**src/rtl/weight_normalize.sv**
```systemverilog
// weight_normalize: divides each sign-magnitude weight by the vector norm,
// one weight at a time through a shared restoring divider, and returns
// Q0.FRAC unit-scaled magnitudes with the sign preserved.
//
// state | meaning
// IDLE  | waiting for a vector; in_ready high
// DIV   | one quotient bit per cycle for weight idx, MSB first
// STORE | saturate quotient and write field idx of the result
// DONE  | result valid; held until out_ready
module weight_normalize #(
   parameter int N_W    = 20,
   parameter int W_W    = 9,
   parameter int NORM_W = 11,
   parameter int FRAC   = 8
) (
   input  logic                 clk,
   input  logic                 rst_n,
   input  logic                 in_valid,
   output logic                 in_ready,
   input  logic [N_W*W_W-1:0]   weights_in,
   input  logic [NORM_W-1:0]    norm_in,
   output logic                 out_valid,
   input  logic                 out_ready,
   output logic [N_W*W_W-1:0]   weights_out,
   output logic                 div_zero,
   output logic                 busy
);

   localparam int MAG_W = W_W - 1;
   localparam int DVD_W = MAG_W + FRAC;
   localparam int REM_W = NORM_W + 1;
   localparam int IDX_W = $clog2(N_W);
   localparam int CNT_W = $clog2(DVD_W);
   localparam logic [IDX_W-1:0] IDX_LAST = IDX_W'(N_W - 1);
   localparam logic [CNT_W-1:0] CNT_LOAD = CNT_W'(DVD_W - 1);
   localparam logic [FRAC-1:0]  Q_MAX    = '1;

   typedef enum logic [1:0] {IDLE, DIV, STORE, DONE} state_t;

   state_t state, state_nxt;

   logic [N_W*W_W-1:0] w_lat;
   logic [NORM_W-1:0]  norm_lat;
   logic [IDX_W-1:0]   idx;
   logic [CNT_W-1:0]   bit_cnt;
   logic [REM_W-1:0]   rem;
   logic [DVD_W-1:0]   quot;

   logic [W_W-1:0]     cur_w;
   logic [DVD_W-1:0]   dvd;
   logic [REM_W-1:0]   rem_sh;
   logic               rem_ge;
   logic [REM_W-1:0]   rem_nx;
   logic [FRAC-1:0]    q_sat;

   // state register
   always_ff @(posedge clk) begin
      if (!rst_n) state <= IDLE;
      else        state <= state_nxt;
   end

   // next-state decode
   always_comb begin
      state_nxt = state;
      case (state)
         IDLE:  if (in_valid) state_nxt = (norm_in == '0) ? DONE : DIV;
         DIV:   if (bit_cnt == '0) state_nxt = STORE;
         STORE: state_nxt = (idx == IDX_LAST) ? DONE : DIV;
         DONE:  if (out_ready) state_nxt = IDLE;
         default: state_nxt = IDLE;
      endcase
   end

   // divider step and saturation for the current weight
   always_comb begin
      cur_w  = w_lat[int'(idx)*W_W +: W_W];
      dvd    = {cur_w[MAG_W-1:0], {FRAC{1'b0}}};
      rem_sh = {rem[NORM_W-1:0], dvd[bit_cnt]};
      rem_ge = (rem_sh >= {1'b0, norm_lat});
      rem_nx = rem_ge ? (rem_sh - {1'b0, norm_lat}) : rem_sh;
      q_sat  = (quot > DVD_W'(Q_MAX)) ? Q_MAX : quot[FRAC-1:0];
   end

   // datapath: latch inputs, iterate divider, write result fields
   always_ff @(posedge clk) begin
      if (!rst_n) begin
         w_lat       <= '0;
         norm_lat    <= '0;
         idx         <= '0;
         bit_cnt     <= '0;
         rem         <= '0;
         quot        <= '0;
         weights_out <= '0;
         div_zero    <= 1'b0;
      end else begin
         case (state)
            IDLE: begin
               if (in_valid) begin
                  w_lat       <= weights_in;
                  norm_lat    <= norm_in;
                  weights_out <= '0;
                  idx         <= '0;
                  rem         <= '0;
                  quot        <= '0;
                  bit_cnt     <= CNT_LOAD;
                  div_zero    <= (norm_in == '0);
               end
            end
            DIV: begin
               rem  <= rem_nx;
               quot <= {quot[DVD_W-2:0], rem_ge};
               if (bit_cnt != '0) bit_cnt <= bit_cnt - 1'b1;
            end
            STORE: begin
               // suppress negative zero when the magnitude rounds to 0
               weights_out[int'(idx)*W_W +: W_W] <= {cur_w[W_W-1] & (q_sat != '0), q_sat};
               if (idx != IDX_LAST) begin
                  idx     <= idx + 1'b1;
                  rem     <= '0;
                  quot    <= '0;
                  bit_cnt <= CNT_LOAD;
               end
            end
            default: ;
         endcase
      end
   end

   assign in_ready  = (state == IDLE);
   assign out_valid = (state == DONE);
   assign busy      = (state == DIV) || (state == STORE);

endmodule

```
**config.mk**
```make
export PLATFORM = sky130hd
export DESIGN_NAME = weight_normalize
export DESIGN_NICKNAME = d
export VERILOG_FILES = /design/src/rtl/weight_normalize.sv
export SDC_FILE = /design/constraint.sdc
export NUM_CORES = 1
export LEC_CHECK = 0
export ABC_AREA = 1
export ABC_CLOCK_PERIOD_IN_PS = 4400
export CAP_MARGIN = 20
export CORE_MARGIN = 4
export CORE_UTILIZATION = 25
export CTS_CLUSTER_DIAMETER = 80
export DETAILED_ROUTE_END_ITERATION = 16
export GPL_ROUTABILITY_DRIVEN = 0
export GPL_TIMING_DRIVEN = 0
export SKIP_LAST_GASP = 1
export SLEW_MARGIN = 40
export SYNTH_ARGS = -nofsm -noshare
export SYNTH_HDL_FRONTEND = slang
export SYNTH_SLANG_ARGS = --single-unit
```
**constraint.sdc**
```tcl
create_clock -name clk -period 4.4 [get_ports clk]
set_clock_uncertainty 0.05 [all_clocks]
set_input_delay 0.88 -clock clk [delete_from_list [all_inputs] [get_ports clk]]
set_output_delay 0.88 -clock clk [all_outputs]
set_load 0.02 [all_outputs]
```
==> results by group, run 1 <==
Run status
  – Status: finished clean

Job
  – Max Cap Viol: 0

Timing
  – F_max: 240 MHz
  – Max-slew violations: 0
  – Final hold vios: 0
  – Unrepaired setup endpoints after global routing: false
  – Fin crit period: 4170 ps
  – Max-slew headroom: 0.417
  – Slew @ Worst Pin: 875 ps
  – Worst setup margin: 229 ps
  – Final period util: 0.948
  – Final setup vio count: 0

Yosys
  – Post-synth top area share: 0.461
  – Post-synthesis sequential area ratio: 0.461
  – Post-Syn Instances: 2530
  – Area leader, netlist: dfxtp_1
  – Simple-Gate Fraction of Synth Area: 0.274
  – Synthesis-stage register bit count: 410
  – Mux share of post-synthesis cell area: 0
  – Syn avg cell area: 7.03 um^2
  – Synthesis Warnings: 0
  – Adder-cell share of the synthesized area: 0.0159
  – Largest family of logic cells by synthesized area: simple AND/OR/NAND/NOR gates
  – Synthesized area: 17800 um^2
  – Area contributors post-synth: dfxtp_1 (46%), nand2_1 (13%), nor2_1 (10%), o21ai_0 (8.1%), a21oi_1 (7.5%)
  – Syn_nets: 2747
  – Synth cell types: 45
  – Synth Area in Compound Gates: 0.175
  – Xor/xnor share of the synthesized area: 0.00802

Layout
  – Area Growth Syn to Fin: 36.7%
  – Non-filler cells, final: 3929
  – Share of cells above drive strength 1: 0.0660
  – Nets: 3172

Critical path
  – Maximum fanout along the worst path: 10
  – Required time of the critical path: 4870 ps
  – Worst Path Class, Setup: register to register
  – CP arrival: 4640 ps
  – RR Startpoint: idx[0]
  – Worst setup EP type: register
  – Crit start category: register
  – Critical Path Start: idx[0]

Clock tree
  – Hold_buf cts: 0
  – Number of buffers created by CTS: 46
  – Clock transition at path regs: 60 ps
  – Clock Path Buffers: 3
  – Post-CTS Setup Inserts: 0
  – CTS tree: built
  – Clk sinks: 410
  – CTS Root Cell: clkbuf_16
  – Max H-tree Level: 2
  – Clock latency on the worst-skew pair: 580 ps

Global route
  – GR Overflow Total: 0
  – Vias in the first global route: 17400
  – Largest net degree at the start of global routing: 14
  – First-pass GRT wire length: 107000 um
  – Total GRT Usage: 0.187
  – Initial antenna violation count: 3

Hold path
  – Hold Startpoint: w_lat[49]
  – Worst Hold Class: register to register

Floorplan
  – Die area: 75500 um^2
  – I/O Pins: 379
  – Chip Height: 275 um
  – Core area: 70300 um^2
  – Initial Util: 0.253
  – Chip width: 275 um
  – Placement Rows: 97

Placement
  – IO buf count: 377
  – Placed cell count: 3847
  – HPWL after DPL: 57600 um
  – Post-place setup slack: -243 ps

Power
  – Max VDD drop: 0.256 mV
  – Pwr/cell area: 524 nW/um^2
  – Total leakage power: 9.04 nW

Route
  – Post-route DRC: 0
  – Drt via density: 4.66
  – Detail Route Antenna Nets: 0
  – DRT Pass-1 Iters: 5
  – DR iter-0 viols: 1342
  – WL per Instance: 18.9 um
  – DR vias: 18300
  – Post-Route WL: 74400 um
-- Yosys cell counts, drive strengths merged --
| cell | number |
|---|---|
| nand4 | 8 |
| ha | 21 |
| nor4 | 4 |
| or2 | 9 |
| nor3 | 40 |
| o211ai | 11 |
| a211oi | 1 |
| xnor2 | 5 |
| o21bai | 1 |
| o21ai | 296 |
| clkbuf | 104 |
| nand3 | 35 |
| xor2 | 7 |
| o22ai | 14 |
| a221oi | 1 |
| a21oi | 266 |
| nand2 | 609 |
| a22oi | 5 |
| dfxtp | 410 |
| a31oi | 4 |
| buf | 42 |
| o41ai | 1 |
| clkinv | 4 |
| nor2 | 495 |
| fa | 1 |
| inv | 133 |
| a21o | 3 |
-- kinds of logic (layout without fill, tap and decap cells) --
group,count (synthesis),count (layout)
other cells,0,3
simple gates,1200,1200
flops,410,410
buf+inv,283,739
fa+ha+maj,22,22
compound gates,603,603
xor+xnor,12,12
-- per-layer routing --
| layer | share of wire | GRT usage | vias up |
|---|---|---|---|
| li1 | - | - | 9040 |
| met1 | 0.42 | 0.243 | 8451 |
| met2 | 0.47 | 0.317 | 708 |
| met3 | 0.081 | 0.0359 | 115 |
| met4 | 0.028 | 0.0524 | 0 |
| met5 | 0 | 0 | - |
-- placed cells by master, fill, tap and decap left out, drive strengths merged --
| cell type | synthesis | layout |
|---|---|---|
| a211oi | 1 | 1 |
| xor2 | 7 | 7 |
| dfxtp | 410 | 410 |
| a31oi | 4 | 4 |
| a21oi | 266 | 266 |
| o41ai | 1 | 1 |
| nor2 | 495 | 495 |
| clkinv | 4 | 17 |
| diode | 0 | 3 |
| o21bai | 1 | 1 |
| bufinv | 0 | 3 |
| ha | 21 | 21 |
| clkbuf | 104 | 169 |
| nor3 | 40 | 40 |
| nand3 | 35 | 35 |
| nor4 | 4 | 4 |
| nand2 | 609 | 609 |
| xnor2 | 5 | 5 |
| a21o | 3 | 3 |
| or2 | 9 | 9 |
| clkdlybuf4s50 | 0 | 377 |
| a22oi | 5 | 5 |
| inv | 133 | 134 |
| o22ai | 14 | 14 |
| buf | 42 | 38 |
| fa | 1 | 1 |
| clkinvlp | 0 | 1 |
| nand4 | 8 | 8 |
| o211ai | 11 | 11 |
| a221oi | 1 | 1 |
| o21ai | 296 | 296 |
-- registers in the layout (all words and copies together), names as in the netlist --
signal,flops
w_lat,180
quot,16
idx,5
norm_lat,11
bit_cnt,4
div_zero,1
weights_out,180
rem,11
state,2
-- where the power goes --
| group | total, mW | switching (mW) | internal, mW |
|---|---|---|---|
| Combinational | 4.31 | 3.00 | 1.31 |
| Clock | 3.88 | 1.63 | 2.25 |
| Sequential | 4.55 | 0.286 | 4.27 |
-- through the flow --
stage	total power [mW]	utilization	setup TNS [ps]	hold slack, ps	instance area, um^2
final	12.7	0.346	0	406	24300
after CTS	12.8	0.345	0	404	24300
after global placement	8.86	0.324	-1900	389	22700
after global routing	13.5	0.346	0	425	24300
after detailed placement	8.89	0.324	-2220	394	22700
after floorplan	7.34	-	0	379	17800
-- path summary, 6_finish.rpt --
kind         slack (ps)  cells after the start         to
min reg2reg         410                      2  w_lat[49]
max                 230                     23     rem[6]
max reg2reg         230                     23     rem[6]
min                 410                      2  w_lat[49]
-- cell type report --
cell class | count | area [um^2]
repair buffers | 377 | 3770
clock inverters | 18 | 193
fillers | 7539 | 46000
flip-flops and latches | 410 | 8210
multi-input cells | 1837 | 8440
plain buffers | 146 | 701
diodes | 3 | 7.51
clock buffers | 61 | 1300
inverters | 137 | 514
well taps | 940 | 1180
-- timing repair --
item | in CTS | in global routing
endpoints found under the hold margin | 0 | 0
endpoints found under the setup margin | 12 | 12
pin swaps | 0 | 4
gates resized for setup | 10 | 26
-- worst max-delay path, cell delays in order (launching register included) --
cell and delay (ps):
dfxtp_1 420, buf_6 170, inv_2 130, clkbuf_2 260, o21ai_0 290, o21ai_0 190, nand2_1 100, nand2_1 50
o21ai_0 280, nand2_1 90, nand2_1 70, nand3_1 120, nand3_1 120, ha_1 210, fa_1 240, o21ai_2 90
a21oi_1 230, o21bai_1 150, a21o_2 290, nor2_4 230, nand2_1 80, o211ai_1 90, nand2_1 70, inv_1 60
(Power assumes the default switching activity.)
==> run 2: changes to the inputs <==
- ABC_CLOCK_PERIOD_IN_PS: 4400 -> 4320
- CELL_PAD_IN_SITES_DETAIL_PLACEMENT: not set -> 1
- CELL_PAD_IN_SITES_GLOBAL_PLACEMENT: not set -> 1
- PLACE_DENSITY_LB_ADDON: not set -> 0.1
- clock period: 4.4 -> 4.32 ns (I/O delays scaled with it)
==> run 2 against run 1 <==
Worst setup slack worse by 1.8 ps. Non-clock buffer count increased by 8. Die area stayed put. Cell count rose by 0.38%. First-iteration DRC count is 36% lower. Core utilization up 0.34 points. Hold slack gained 1.5 ps. Sequential power grew 2%. Via count up 0.36%. Total power increased by 4.7%. Critical path type unchanged. Largest cell class unchanged.
==> results by group, run 2 (synthesis gave the netlist of run 1 again) <==
Run status
  – Status: finished clean

Critical path
  – Maximum fanout along the worst path: 10
  – CP arrival: 4510 ps
  – Required time of the critical path: 4730 ps
  – Worst setup EP type: register
  – Worst Path Class, Setup: register to register
  – Crit start category: register

Clock tree
  – Clk sinks: 410
  – Clock transition at path regs: 60 ps
  – Max H-tree Level: 2
  – CTS Root Cell: clkbuf_16
  – CTS tree: built
  – Clock latency on the worst-skew pair: 580 ps
  – Number of buffers created by CTS: 49
  – Clock Path Buffers: 3
  – Hold_buf cts: 0

Floorplan
  – Placement Rows: 97
  – Core area: 70300 um^2
  – I/O Pins: 379
  – Chip width: 275 um
  – Die area: 75500 um^2
  – Initial Util: 0.253
  – Chip Height: 275 um

Layout
  – Non-filler cells, final: 3944
  – Most frequent cells in the layout: nand2_1 (602), nor2_1 (474), dfxtp_1 (408)
  – Finished Core Util: 0.349
  – Most common cell after layout, fill and taps aside: nand2_1
  – Fillers: 8613
  – Nets: 3183
  – Largest regs: w_lat: 180 flops, weights_out: 180 flops, quot: 16 flops
  – Area Growth Syn to Fin: 38.0%
  – Share of cells above drive strength 1: 0.0716

Route
  – Post-Route WL: 80400 um
  – DRT Pass-1 Iters: 5
  – Drt via density: 4.66
  – DR vias: 18400
  – DR iter-0 viols: 864
  – Detail Route Antenna Nets: 0
  – Post-route DRC: 0
  – WL per Instance: 20.4 um

Global route
  – Initial antenna violation count: 1
  – GR Overflow Total: 0
  – First-pass GRT wire length: 118000 um
  – Total GRT Usage: 0.205
  – Vias in the first global route: 19200
  – Largest net degree at the start of global routing: 13

Timing
  – Slew @ Worst Pin: 904 ps
  – Final setup vio count: 0
  – Fin crit period: 4090 ps
  – Setup TNS: 0 ps
  – Final hold vios: 0
  – Final period util: 0.947
  – F_max: 244 MHz
  – Final hold slack: 407 ps
  – Max-slew violations: 0
  – Max-slew headroom: 0.398

Power
  – Total leakage power: 9.14 nW
  – Switch share: 0.387
  – Clock Power Share: 0.304
  – Pwr/cell area: 544 nW/um^2
  – Gate power share: 0.349
  – Max VDD drop: 0.246 mV
  – Switching pwr: 5.17 mW
  – Reg power frac: 0.348
  – Cell internal pwr: 8.18 mW

Placement
  – HPWL after DPL: 63200 um
  – IO buf count: 377
  – Placed cell count: 3848

Job
  – Max Cap Viol: 0

Hold path
  – Worst Hold Class: register to register
## run 2: changes by cell type in the layout (fill, tap and decap cells not counted), sizes merged
cell / change
clkinv: -11
bufinv: -2
clkbuf: +22
diode: -1
clkinvlp: +1
buf: +6
## run 2: power groups by stage
| stage | clock (mW) | combinational, mW | sequential, mW |
|---|---|---|---|
| 4_1_cts | 4.17 | 4.62 | 4.64 |
| 3_3_place_gp | 0 | 4.42 | 4.71 |
| 5_1_grt | 4.31 | 5.20 | 4.71 |
| 2_1_floorplan | 0 | 2.85 | 4.62 |
| 3_5_place_dp | 0 | 4.51 | 4.72 |
| 6_report | 4.05 | 4.65 | 4.65 |
## run 2: worst max-delay path, cell delays in order (launching register included)
cell        delay (ps)
dfxtp_4            400
buf_8              160
clkinvlp_4         150
buf_4              240
nor2_1             120
o21ai_0             90
nand2_1            110
nand2_1             60
nand2_1            130
o21ai_0            160
nand2_1            110
nand3_1            100
nand3_2            130
nand3_2            100
ha_2               220
fa_1               420
o21ai_2            210
a21oi_2            110
o21bai_1           200
a21o_2             240
nor2_4              60
buf_4              160
nand2_1             60
o211ai_1            80
nand2_1             70
inv_1               50
## run 2: area by class of cell
type / count / area (um^2) / share of cell area
Sequential cell: 410 / 8210 / 0.335
Clock buffer: 81 / 1500 / 0.0610
Multi-Input combinational cell: 1837 / 8490 / 0.346
Buffer: 146 / 746 / 0.0304
Timing Repair Buffer: 385 / 3830 / 0.156
Antenna cell: 2 / 5.00 / 0.000204
Clock inverter: 6 / 65.1 / 0.00265
Inverter: 137 / 520 / 0.0212
Tap cell: 940 / 1180 / 0.0479
## run 2: timing repair
item	in CTS	in global routing
pin swaps	3	5
endpoints found under the setup margin	12	12
cloned	0	0
setup buffers	4	3
resized for setup	37	21
## run 2: final timing paths
path / from / endpoint / slack [ps] / depth (start not counted)
worst max register to register: idx[1] / rem[4] / 230 / 25
worst min-delay path: w_lat[45] / w_lat[45] / 410 / 2
worst max-delay path: idx[1] / rem[4] / 230 / 25
worst min register to register: w_lat[45] / w_lat[45] / 410 / 2
## run 2: metrics by stage
step                power [mW]  setup slack (ps)  instance area (um^2)
CTS                       13.4              1.97                 24400
detailed placement        9.23              -659                 22800
global placement          9.13              -713                 22700
global route              14.2             -25.7                 24500
floorplan                 7.48               926                 17800
finish                    13.4               227                 24500
## run 2: layer usage
layer  global-route usage  part of all wire  up-vias
li1                     -                 -     9047
met1                0.254              0.43     8877
met2                0.375              0.50      370
met3               0.0316             0.049       86
met4               0.0478             0.021        0
met5                    0                 0        -
==> run 3: changes to the inputs <==
- CORE_UTILIZATION: 25 -> 30
==> run 3 against run 2 <==
Routed wire length down 4.5%. First-iteration DRC count up 20%. Register-to-register slack worse by 30 ps. Count of clock-buffer cells in the layout down 10. Worst setup slack worse by 34 ps. Global-route usage up 2.8 points. Sequential cell count unchanged. Die area down 16%. Maximum frequency down 0.82%.
==> results by group, run 3 (synthesis gave the netlist of run 1 again) <==
Run status
  – Status: finished clean

Clock tree
  – Clk sinks: 410
  – Clock transition at path regs: 60 ps
  – Hold_buf cts: 0
  – CTS Root Cell: clkbuf_16
  – CTS tree: built
  – Clock Path Buffers: 3
  – Max H-tree Level: 2
  – Clock latency on the worst-skew pair: 600 ps
  – Number of buffers created by CTS: 48

Timing
  – Fin crit period: 4130 ps
  – F_max: 242 MHz
  – Max-slew violations: 0
  – Final hold vios: 0
  – Final period util: 0.955
  – Final setup vio count: 0
  – Slew @ Worst Pin: 860 ps
  – Max-slew headroom: 0.426

Global route
  – Initial antenna violation count: 0
  – Total GRT Usage: 0.234
  – GR Overflow Total: 0
  – First-pass GRT wire length: 115000 um
  – Largest net degree at the start of global routing: 13
  – Vias in the first global route: 19200

Critical path
  – Crit start category: register
  – CP arrival: 4550 ps
  – Maximum fanout along the worst path: 11
  – Worst Path Class, Setup: register to register
  – Required time of the critical path: 4750 ps
  – Worst setup EP type: register

Route
  – DR vias: 18500
  – Post-Route WL: 76700 um
  – Post-route DRC: 0
  – Drt via density: 4.91
  – WL per Instance: 20.4 um
  – Detail Route Antenna Nets: 0
  – DR iter-0 viols: 1041
  – DRT Pass-1 Iters: 5

Floorplan
  – Initial Util: 0.305
  – Chip Height: 252 um
  – Chip width: 252 um
  – Placement Rows: 88
  – I/O Pins: 379
  – Die area: 63300 um^2
  – Core area: 58200 um^2

Power
  – Total leakage power: 9.16 nW
  – Pwr/cell area: 550 nW/um^2
  – Max VDD drop: 0.321 mV

Layout
  – Nets: 3182
  – Fin area: 24300 um^2
  – Share of cells above drive strength 1: 0.0710
  – Largest regs: w_lat: 180 flops, weights_out: 180 flops, quot: 16 flops
  – Inserted Diodes: 0
  – Area Growth Syn to Fin: 36.7%
  – Most common cell after layout, fill and taps aside: nand2_1
  – Finished Core Util: 0.418
  – Most frequent cells in the layout: nand2_1 (602), nor2_1 (474), dfxtp_1 (408)

Placement
  – Placed cell area: 22500 um^2
  – IO buf count: 377
  – HPWL after DPL: 60200 um

Job
  – Max Cap Viol: 0

Hold path
  – Worst Hold Class: register to register
run 3: cell types whose count changed in the layout (fill, tap and decap cells not counted), moves of 3 or more:
cell       previous run  this run
clkbuf_2              4         1
bufinv_16             1         4
clkinv_2              2         7
buf_6                13        10
clkbuf_1            113       108
buf_4                18        23
clkbuf_4             10         6
buf_2                 7        10
run 3: what timing repair did:
item                       4_1_cts  5_1_grt
gates resized for setup         32       15
setup endpoints to repair       12       12
hold endpoints to repair         0        0
setup buffers                    2        4
pin swaps                        2        5
run 3: power by group:
group / internal [mW] / total (mW) / switching [mW] / leakage, nW
combinational: 1.43 / 4.58 / 3.15 / 5.02
sequential: 4.35 / 4.65 / 0.299 / 3.35
clock: 2.50 / 4.16 / 1.66 / 0.792
run 3: critical path, cell delays in order, from the launching register on:
cell	delay [ps]
dfxtp_2	340
buf_6	150
inv_4	150
buf_6	220
buf_4	250
o21ai_0	130
o22ai_2	190
nand2_1	120
nand2_1	120
nand2_1	70
nand3_1	150
nand3_1	170
ha_2	250
fa_1	420
o21ai_2	210
a21oi_2	100
o21bai_1	190
a21o_2	240
nor2_4	60
buf_4	160
nand2_1	60
o211ai_1	90
nand2_1	70
inv_1	50
run 3: path summary, 6_finish.rpt:
check,cells past startpoint,slack (ps),end,from
worst min register to register,2,410,weights_out[36],weights_out[36]
worst max-delay path,23,190,rem[2],idx[0]
worst min-delay path,2,410,weights_out[36],weights_out[36]
worst max register to register,23,190,rem[2],idx[0]
run 3: layout make-up:
type / instances / area [um^2]
buffer: 146 / 727
clock buffer: 71 / 1420
tap: 765 / 957
fill: 7228 / 33900
multi-input combinational: 1837 / 8470
inverter: 137 / 517
timing repair buffer: 385 / 3830
sequential: 410 / 8210
clock inverter: 13 / 180
run 3: layer usage:
metal,part of all wire,up-vias,global-route usage
met5,0,-,0
met4,0.021,0,0.0528
met3,0.046,101,0.0343
met2,0.50,425,0.428
met1,0.43,8906,0.290
li1,-,9049,-
run 3: through the flow:
step	hold WS [ps]	cells	worst slack (ps)	setup TNS (ps)	total power, mW
4_1_cts	408	3760	0.631	0	13.4
2_1_floorplan	379	2530	926	0	7.48
6_report	408	3764	193	0	13.4
3_3_place_gp	388	3672	-648	-6890	9.01
5_1_grt	427	3764	-13.5	-13.5	14.2
3_5_place_dp	400	3674	-664	-7080	9.13
